File: src/rtl/am_handler_dispatch.sv
// ---------------------------------------------------------------------------
// am_handler_dispatch
//   Takes the single AM handler stream from the GAScore and decodes the
//   header beat of each packet. The packet is then steered into one of
//   NUM_KERNELS per-kernel output streams. Every output channel has its own
//   FIFO, so a stalled kernel only blocks traffic that is headed for it.
//   A packet whose destination is out of range is swallowed and counted.
//
// Ports
//   clock, reset_n      single clock; synchronous active-low reset
//   address_offset      subtracted from the header dest field to get the local index
//   s_axis_*            input AXI-Stream (tdata/tlast/tvalid/tready)
//   m_axis_*            NUM_KERNELS output streams, channel k at slice k
//   m_handler           handler ID carried with each channel's head entry
//   drop_count          saturating count of dropped packets
// ---------------------------------------------------------------------------

// Per-channel FIFO. The head is read straight out of the storage registers,
// so a beat pushed at edge t becomes visible after edge t. There is no
// combinational input-to-output path.
module am_chan_fifo #(
    parameter int EW    = 69,
    parameter int DEPTH = 4
) (
    input  logic          clock,
    input  logic          reset_n,
    input  logic          push_i,
    input  logic [EW-1:0] push_data_i,
    input  logic          pop_i,
    output logic          full_o,
    output logic          valid_o,
    output logic [EW-1:0] head_o
);
    localparam int PW = $clog2(DEPTH);
    localparam int CW = $clog2(DEPTH + 1);

    logic [EW-1:0] mem_q [DEPTH];
    logic [PW-1:0] wr_q, rd_q;
    logic [CW-1:0] cnt_q, cnt_d;
    logic          do_push, do_pop;

    assign full_o  = (cnt_q == CW'(DEPTH));
    assign valid_o = (cnt_q != '0);
    // No push-through: a full FIFO refuses a push even when it is popped in the same cycle.
    assign do_push = push_i && !full_o;
    assign do_pop  = pop_i && valid_o;
    assign head_o  = mem_q[rd_q];

    always_comb begin
        cnt_d = cnt_q;
        case ({do_push, do_pop})
            2'b10:   cnt_d = cnt_q + 1'b1;
            2'b01:   cnt_d = cnt_q - 1'b1;
            default: cnt_d = cnt_q;
        endcase
    end

    always_ff @(posedge clock) begin
        if (!reset_n) begin
            wr_q  <= '0;
            rd_q  <= '0;
            cnt_q <= '0;
        end else begin
            if (do_push) wr_q <= wr_q + 1'b1;
            if (do_pop)  rd_q <= rd_q + 1'b1;
            cnt_q <= cnt_d;
        end
    end

    always_ff @(posedge clock) begin
        if (do_push) mem_q[wr_q] <= push_data_i;
    end
endmodule

module am_handler_dispatch #(
    parameter int NUM_KERNELS    = 2,
    parameter int DATA_WIDTH     = 64,
    parameter int DEST_LSB       = 24,
    parameter int DEST_WIDTH     = 16,
    parameter int HANDLER_LSB    = 56,
    parameter int HANDLER_WIDTH  = 4,
    parameter int FIFO_DEPTH     = 4,
    parameter int FORWARD_HEADER = 0
) (
    input  logic                                 clock,
    input  logic                                 reset_n,
    input  logic [DEST_WIDTH-1:0]                address_offset,
    input  logic [DATA_WIDTH-1:0]                s_axis_tdata,
    input  logic                                 s_axis_tlast,
    input  logic                                 s_axis_tvalid,
    output logic                                 s_axis_tready,
    output logic [NUM_KERNELS*DATA_WIDTH-1:0]    m_axis_tdata,
    output logic [NUM_KERNELS-1:0]               m_axis_tlast,
    output logic [NUM_KERNELS-1:0]               m_axis_tvalid,
    input  logic [NUM_KERNELS-1:0]               m_axis_tready,
    output logic [NUM_KERNELS*HANDLER_WIDTH-1:0] m_handler,
    output logic [15:0]                          drop_count
);
    localparam int SEL_W = (NUM_KERNELS > 1) ? $clog2(NUM_KERNELS) : 1;
    localparam int EW    = HANDLER_WIDTH + 1 + DATA_WIDTH;
    localparam int CMPW  = (DEST_WIDTH > 32) ? DEST_WIDTH : 32;

    typedef enum logic [1:0] {ST_HEADER, ST_PAYLOAD, ST_DROP} state_t;

    state_t                   state_q, state_d;
    logic [SEL_W-1:0]         sel_q, sel_d;
    logic [HANDLER_WIDTH-1:0] hid_q, hid_d;
    logic [15:0]              drop_q, drop_d;

    logic [DEST_WIDTH-1:0]    dest;
    logic                     valid_dest;
    logic [SEL_W-1:0]         dest_idx;
    logic [HANDLER_WIDTH-1:0] hdr_hid;
    logic [NUM_KERNELS-1:0]   full;
    logic                     ready_raw;
    logic                     accept;
    logic                     push;
    logic [SEL_W-1:0]         push_sel;
    logic [EW-1:0]            push_entry;

    // Modular subtraction: dest values below the offset wrap high and count as out of range.
    assign dest       = s_axis_tdata[DEST_LSB +: DEST_WIDTH] - address_offset;
    assign valid_dest = CMPW'(dest) < CMPW'(NUM_KERNELS);
    assign dest_idx   = SEL_W'(dest);
    assign hdr_hid    = s_axis_tdata[HANDLER_LSB +: HANDLER_WIDTH];

    // Ready depends only on the state, the decoded header and FIFO fullness.
    // It never depends on tvalid.
    always_comb begin
        ready_raw = 1'b0;
        case (state_q)
            ST_HEADER:  ready_raw = valid_dest ? !full[dest_idx] : 1'b1;
            ST_PAYLOAD: ready_raw = !full[sel_q];
            ST_DROP:    ready_raw = 1'b1;
            default:    ready_raw = 1'b0;
        endcase
    end

    assign s_axis_tready = reset_n && ready_raw;
    assign accept        = s_axis_tvalid && s_axis_tready;

    always_comb begin
        state_d    = state_q;
        sel_d      = sel_q;
        hid_d      = hid_q;
        drop_d     = drop_q;
        push       = 1'b0;
        push_sel   = sel_q;
        push_entry = {hid_q, s_axis_tlast, s_axis_tdata};
        case (state_q)
            ST_HEADER: begin
                if (valid_dest) begin
                    push_sel   = dest_idx;
                    push_entry = {hdr_hid, s_axis_tlast, s_axis_tdata};
                    // When headers are stripped, a header-only packet still delivers one beat,
                    // so the kernel sees the request.
                    push       = accept && ((FORWARD_HEADER != 0) || s_axis_tlast);
                    if (accept) begin
                        sel_d   = dest_idx;
                        hid_d   = hdr_hid;
                        state_d = s_axis_tlast ? ST_HEADER : ST_PAYLOAD;
                    end
                end else if (accept) begin
                    if (drop_q != 16'hFFFF) drop_d = drop_q + 16'd1;
                    state_d = s_axis_tlast ? ST_HEADER : ST_DROP;
                end
            end
            ST_PAYLOAD: begin
                push = accept;
                if (accept && s_axis_tlast) state_d = ST_HEADER;
            end
            ST_DROP: begin
                if (accept && s_axis_tlast) state_d = ST_HEADER;
            end
            default: state_d = ST_HEADER;
        endcase
    end

    always_ff @(posedge clock) begin
        if (!reset_n) begin
            state_q <= ST_HEADER;
            sel_q   <= '0;
            hid_q   <= '0;
            drop_q  <= '0;
        end else begin
            state_q <= state_d;
            sel_q   <= sel_d;
            hid_q   <= hid_d;
            drop_q  <= drop_d;
        end
    end

    assign drop_count = drop_q;

    for (genvar k = 0; k < NUM_KERNELS; k++) begin : g_ch
        logic [EW-1:0] head;

        am_chan_fifo #(
            .EW    (EW),
            .DEPTH (FIFO_DEPTH)
        ) u_fifo (
            .clock       (clock),
            .reset_n     (reset_n),
            .push_i      (push && (push_sel == SEL_W'(k))),
            .push_data_i (push_entry),
            .pop_i       (m_axis_tready[k]),
            .full_o      (full[k]),
            .valid_o     (m_axis_tvalid[k]),
            .head_o      (head)
        );

        assign m_axis_tdata[k*DATA_WIDTH +: DATA_WIDTH]       = head[DATA_WIDTH-1:0];
        assign m_axis_tlast[k]                                = head[DATA_WIDTH];
        assign m_handler[k*HANDLER_WIDTH +: HANDLER_WIDTH]    = head[EW-1 -: HANDLER_WIDTH];
    end
endmodule

File: config.mk
export PLATFORM = sky130hd
export DESIGN_NAME = am_handler_dispatch
export DESIGN_NICKNAME = d
export VERILOG_FILES = /design/src/rtl/am_handler_dispatch.sv
export SDC_FILE = /design/constraint.sdc
export NUM_CORES = 1
export LEC_CHECK = 0
export ABC_AREA = 1
export BUFFER_PORTS_ARGS = -buffer_cell sky130_fd_sc_hd__buf_2
export CAP_MARGIN = 20
export CORE_UTILIZATION = 53
export DETAILED_ROUTE_END_ITERATION = 7
export PLACE_DENSITY = 0.76
export SLEW_MARGIN = 20
export SYNTH_ARGS = -nofsm -noshare
export SYNTH_HDL_FRONTEND = slang
export SYNTH_HIERARCHICAL = 1
export SYNTH_SLANG_ARGS = --single-unit
File: constraint.sdc
create_clock -name clock -period 6 [get_ports clock]
set_input_delay 0.3 -clock clock [delete_from_list [all_inputs] [get_ports clock]]
set_output_delay 0.3 -clock clock [all_outputs]
set_load 0.01 [all_outputs]
* Yosys cells after proc, flatten, opt, wreduce, memory -nomap -nowiden
Memory sizes are Yosys's and may differ from the RTL's. A register that Yosys moved wholly into a read port is not among the register bits. Cells that the tools add are included. W data, S select, Z words.
Word-level totals: memory bits (writable) 552, memories kept 2, register bits 37, bits of input ports 86, latch bits 0, ROM bits 0
Operators by class: reduce and logical (&&, ||, !) cells 22, $lt $le $gt $ge 3, mux-type cells 29, bitwise logic cells 2, div/mod/pow operators 0, add/sub/neg operators 10, shift operators 0, multiply operators 0, eq/ne operators 11
Memories:
- g_ch[0].u_fifo.mem_q | words 4, bits a word 69, read ports 1, clocked after memory_dff 1, write ports 1, RTL line 37 | logic [EW-1:0] mem_q [DEPTH];
- g_ch[1].u_fifo.mem_q | words 4, bits a word 69, read ports 1, clocked after memory_dff 1, write ports 1, RTL line 37
Operators by type and width (number):
- $mux W69 | 2
- $mux W2 | 9
- $add A16 B1 Y16 const B | 1
- $lt A16 B2 Y1 const B | 1
- $ne A16 B16 Y1 const B | 1
- $sub A16 B16 Y16 | 1
- $mux W1 | 13
- $pmux W3 S2 | 2
- $logic_and A1 B1 Y1 | 9
- $add A2 B1 Y2 const B | 4
- $add A3 B1 Y3 const B | 2
- $eq A2 B1 Y1 const B | 3
- $eq A2 B2 Y1 const B | 3
- $eq A3 B3 Y1 const B | 2
- $reduce_bool A3 Y1 | 2
- $sub A3 B1 Y3 const B | 2
- $logic_not A1 Y1 | 4
- $lt A1 B2 Y1 const B | 2
- $pmux W2 S2 | 1
- $reduce_and A4 Y1 | 1
- $reduce_bool A2 Y1 | 2
- $pmux W1 S3 | 1
- $reduce_and A3 Y1 | 1
- $logic_not A2 Y1 | 1
- other kinds (6) | 7

* Depth between registers and ports, before layout
word-level depth 15, depth in mapped cells 29, gate-level depth less buffers 28

* By module
The synthesis kept the hierarchy.
By module, submodules not included:
- am_chan_fifo | seq. area each 8468.1 um^2, area an instance 10717.8 um^2, cells each 736, instances 2
- am_handler_dispatch | seq. area each 460.4 um^2, area an instance 2795.2 um^2, cells each 467, instances 1

* Worst setup path before layout
OpenSTA, ideal clock, no wires.
path kind input-to-reg, start in s_axis_tdata[24], end mem g_ch[0].u_fifo.mem_q[0][0], enable pin, data arrival time 5.403 ns, stages on the path 21, data required time 5.503 ns, path slack 0.100 ns, cells stage by stage inv_1 ha_1 fa_1 inv_1 nand3_1 nand2_2 nand3_1 nand3_1 nand2_1 nand2_1 inv_1 nand2_1 nor2_1 nand4_1 nand2_2 a21boi_4 buf_4 nand3_1 nor2_1 nand2_1 nor2_1
Between the ends: word-level cells in the longest chain between the ends 15, elaborated cells between the ends (all ways) 19
Ends and longest elaborated chain:
- start: declaration | RTL line 88 | input logic [DATA_WIDTH-1:0] s_axis_tdata,
- $sub A16 B16 Y16 * | RTL line 122 | assign dest = s_axis_tdata[DEST_LSB +: DEST_WIDTH] - address_offset;
- parallel branches: the longest is 3 deep, another holds $lt A16 B2 Y1
- $mux W1 * | RTL line 132 | ST_HEADER: ready_raw = valid_dest ? !full[dest_idx] : 1'b1;
- $pmux W1 S3 * | RTL line 131 | case (state_q)
- $logic_and A1 B1 Y1 * | RTL line 139 | assign s_axis_tready = reset_n && ready_raw;
- via s_axis_tready | RTL line 91 | output logic s_axis_tready,
- $logic_and A1 B1 Y1 * | RTL line 140 | assign accept = s_axis_tvalid && s_axis_tready;
- $logic_and A1 B1 Y1 | RTL line 157 | push = accept && ((FORWARD_HEADER != 0) || s_axis_tlast);
- $mux W1 | RTL line 152 | if (valid_dest) begin
- $pmux W1 S2 * | RTL line 150 | case (state_q)
- $logic_and A1 B1 Y1 * | RTL line 204 | .push_i (push && (push_sel == SEL_W'(k))),
- $logic_and A1 B1 Y1 * | RTL line 45 | assign do_push = push_i && !full_o;
- $mux W1 * | RTL line 71 | if (do_push) mem_q[wr_q] <= push_data_i;
- $mux W1 (implied by the code) * | RTL line 71
- end: declaration | RTL line 37
Mark *: on every way through the listed nets, which the timed path passes. The select of a mux whose other input is x is not followed.

* Worst setup path after layout
start in s_axis_tdata[24], end mem g_ch[1].u_fifo.mem_q[3][31], enable pin
Between the ends: word-level cells in the longest chain between the ends 15, elaborated cells between the ends (all ways) 18
Ends and longest elaborated chain (RTL line):
- $sub A16 B16 Y16 * | 122
- parallel branches: the longest is 10 deep, another holds $lt A16 B2 Y1
- $logic_and A1 B1 Y1 * | 204
- $logic_and A1 B1 Y1 * | 45
- $mux W1 * | 71
- $mux W1 (implied by the code) * | 71
- end: declaration | 37
Every way passes the cells marked *. The select of a mux whose other input is x is not followed.

==> out/metrics.yaml <==
run_status:
  status: "finished clean"
yosys:
  syn-cell-area_mm2: 0.02423
  yosysSeqAreaShare_pct: 71.80
  syn_inst: 1939
  synth_cell_types: 39
  synth_seq_cells: 593
  synth_edf_count: 552
  synth-main-ff-cell: "edfxtp_1"
  async_reset_ff_share_pct: 0
  avgSynthCellArea_um2: 12.50
  synth_warnings: 6
  synthesis.nets: 2058
placement:
  placed_cell_area_mm2: 0.02584
  dpl.hpwl_um: 34910
  numPortBuffers: 242
  place.gp.congestion: 0.8806
cts:
  cts_setup_buffers: 0
  h-tree-depth: 2
  clk_latency_ns: 0.60
  path_clk_slew_ns: 0.06
  cts-root-buf: "clkbuf_16"
  cts-buffers-inserted: 57
  numClockSinks: 593
  ctsResizeCount: 0
  cts_buffer_depth: 3
  cts_tree: "done"
  ctsHoldBuffers: 51
die:
  dieArea_mm2: 0.04658
  die_h_um: 215.8
  die_w_um: 215.8
  ioPinCount: 243
  core_area_mm2: 0.04470
  rows: 77
  start_util_pct: 54.20
timing:
  period_needed_ns: 4.630
  relSlewSlack_pct: 33.69
  setup_viol: 0
  finalClockSkew_ns: 0.01524
  maxSlewViolCount: 0
  clock.fmax_mhz: 216.0
  fin_crit_sh_pct: 77.16
  rsz0062_at_grt: "no"
  hold_viol: 0
  fin_setup_tns_ns: 0
  tightest_slew_ns: 0.9946
cells_and_area:
  design_area_mm2: 0.02813
  nets: 2336
  multiInputGateArea_mm2: 0.005749
  layout-drive-gt1-share_pct: 17.99
  regArea_mm2: 0.01741
  area_delta_synth_final_pct: 16.10
  fill_cells: 3294
power:
  sw_frac_of_total_pct: 28.24
  clock_power_share_pct: 34.4
  seqPwrFrac_pct: 47.4
  p_leak_nw: 10.21
  power_density_mw_per_mm2: 350.2
  peakVddDrop_v: 0.0002331
  intPower_w: 0.007070
  comb_power_share_pct: 18.2
  p_switching_w: 0.002781
routing:
  drt_first_iter_violations: 1746
  drc: 0
  dr.pass1.iters: 5
  routed_via_density: 5.719
  wl_per_cell_um: 20.24
  detail-route-antenna-nets: 0
  wirelength_um: 57840
  vias: 16339
global_routing:
  grt_util_all_layers_pct: 24.46
  grt_pass1_vias: 15761
  grt_pass1_wl_um: 87280
  antenna_found_initial: 7
  grt_max_degree: 92
  globalRouteOverflowTotal: 0
worst_setup_path:
  criticalPathCategory: "input pin to flop"
  cp.required_ns: 6.29
  end_kind: "flop"
  start_kind: "input pin"
  cp.arrival_ns: 4.92
  cp_max_fo: 24
worst_hold_path:
  holdCritPathClass: "input pin to flop"
flow_run:
  drv_cap: 0
## placed cells by master (no fill, tap or decap), drive strengths merged, types with 37 or more instances in the layout
cell and n:
inv 129, nand3 37, clkbuf 76, a21oi 39
dlygate4sd3 51, buf 264, nand2 186, nor2 335
dfxtp 41, o21ai 292, edfxtp 552, o22ai 138
## final cells by class
class                      count  area share (%)
sequential                   593           61.88
multi-input combinational   1121           20.44
timing repair buffer         315           6.974
clock buffer                  76           5.471
tap                          592           2.633
inverter                     129           1.739
clock inverter                28          0.8450
antenna                        3         0.02669
## flip-flops by register name, summed over array words and instances (netlist names), named ones only
| register | cells |
|---|---|
| drop_count | 16 |
| g_ch.u_fifo/mem_q | 552 |
| state_q | 2 |
| g_ch.u_fifo/wr_q | 4 |
| g_ch.u_fifo/cnt_q | 6 |
| hid_q | 4 |
| g_ch.u_fifo/rd_q | 4 |
| sel_q | 1 |
## kinds of logic after synthesis
logic type | synth area share [%]
compound gates | 10.65
xor+xnor | 0.5422
fa+ha+maj | 1.797
buf+inv | 4.725
flops | 71.80
simple gates | 10.49
## metrics by stage
step                      hold WS, ns  total power, W  utilization (%)  setup slack, ns  instances
final                         0.02938        0.009851            62.93            1.370       2857
after detailed placement       0.4907        0.006506            57.80            1.329       2699
after CTS                   0.0006865        0.009891            62.91            1.409       2854
after floorplan                0.3989        0.005943                -          0.09989       1939
after global placement         0.4772        0.006449            57.80            1.453       2699
after global routing         0.009926         0.01021            62.92            1.033       2855
## power groups by stage
stage / Sequential [W] / Clock (W) / Combinational, W
5_1_grt: 0.00468 / 0.00359 / 0.00195
3_3_place_gp: 0.00475 / 0 / 0.00170
3_5_place_dp: 0.00476 / 0 / 0.00175
6_report: 0.00467 / 0.00339 / 0.00179
2_1_floorplan: 0.00470 / 0 / 0.00125
4_1_cts: 0.00467 / 0.00344 / 0.00179
## cells in the mapped netlist, types with 4 or more instances
| cell | n | area [µm²] |
|---|---|---|
| o21ai_0 | 184 | 920.9 |
| xnor2_1 | 6 | 52.55 |
| edfxtp_1 | 552 | 16580 |
| nor3_1 | 6 | 30.03 |
| clkbuf_2 | 6 | 30.03 |
| ha_1 | 30 | 375.4 |
| buf_2 | 17 | 85.08 |
| nand2_1 | 164 | 615.6 |
| dfxtp_1 | 41 | 820.8 |
| a21oi_1 | 28 | 140.1 |
| nand3b_1 | 7 | 52.55 |
| nand4_1 | 21 | 131.4 |
| buf_4 | 16 | 120.1 |
| buf_6 | 23 | 259.0 |
| inv_2 | 4 | 15.01 |
| nand3_1 | 36 | 180.2 |
| a21oi_2 | 11 | 96.34 |
| nor2_1 | 330 | 1239 |
| clkbuf_1 | 31 | 116.4 |
| xor2_1 | 9 | 78.83 |
| nand2_2 | 21 | 131.4 |
| o22ai_1 | 138 | 863.3 |
| inv_1 | 123 | 461.7 |
| o21ai_1 | 108 | 540.5 |
## per-layer routing
metal	up-vias	global-route usage (%)	routed length (µm)	share of wire (%)
met4	4	9.882	2169	3.8
li1	7538	-	-	-
met5	-	0	27	0.047
met2	702	40.06	27940	48
met1	7969	31.76	22920	40
met3	126	5.370	4779	8.3
## worst paths after layout
| check | start | endpoint | slack (ns) | cells after the start |
|---|---|---|---|---|
| worst min register to register | g_ch[0].u_fifo/rd_q[1] | flop | 0.49 | 2 |
| worst min-delay path | s_axis_tdata[28] | g_ch[0].u_fifo/mem_q[2][28] | 0.03 | 1 |
| worst max-delay path | s_axis_tdata[24] | g_ch[1].u_fifo/mem_q[3][31] | 1.37 | 23 |
| worst max register to register | g_ch[1].u_fifo/cnt_q[1] | g_ch[1].u_fifo/mem_q[3][31] | 2.53 | 13 |
## critical path: stages
cell and delay (ns):
dlygate4sd3_1 0.53, buf_2 0.19, inv_1 0.13, ha_1 0.23, fa_1 0.41, inv_1 0.09
nand3_1 0.11, nand2_2 0.11, nand3_1 0.09, nand3_1 0.09, nand2_1 0.07, nand2_1 0.08
inv_1 0.04, nand2_1 0.05, nor2_1 0.04, nand4_1 0.10, nand2_2 0.11, a21boi_4 0.38
nand3_1 0.17, nor2_1 0.20, nand2_1 0.31, nor2_4 0.79, buf_12 0.28
(Power assumes the default switching activity.)
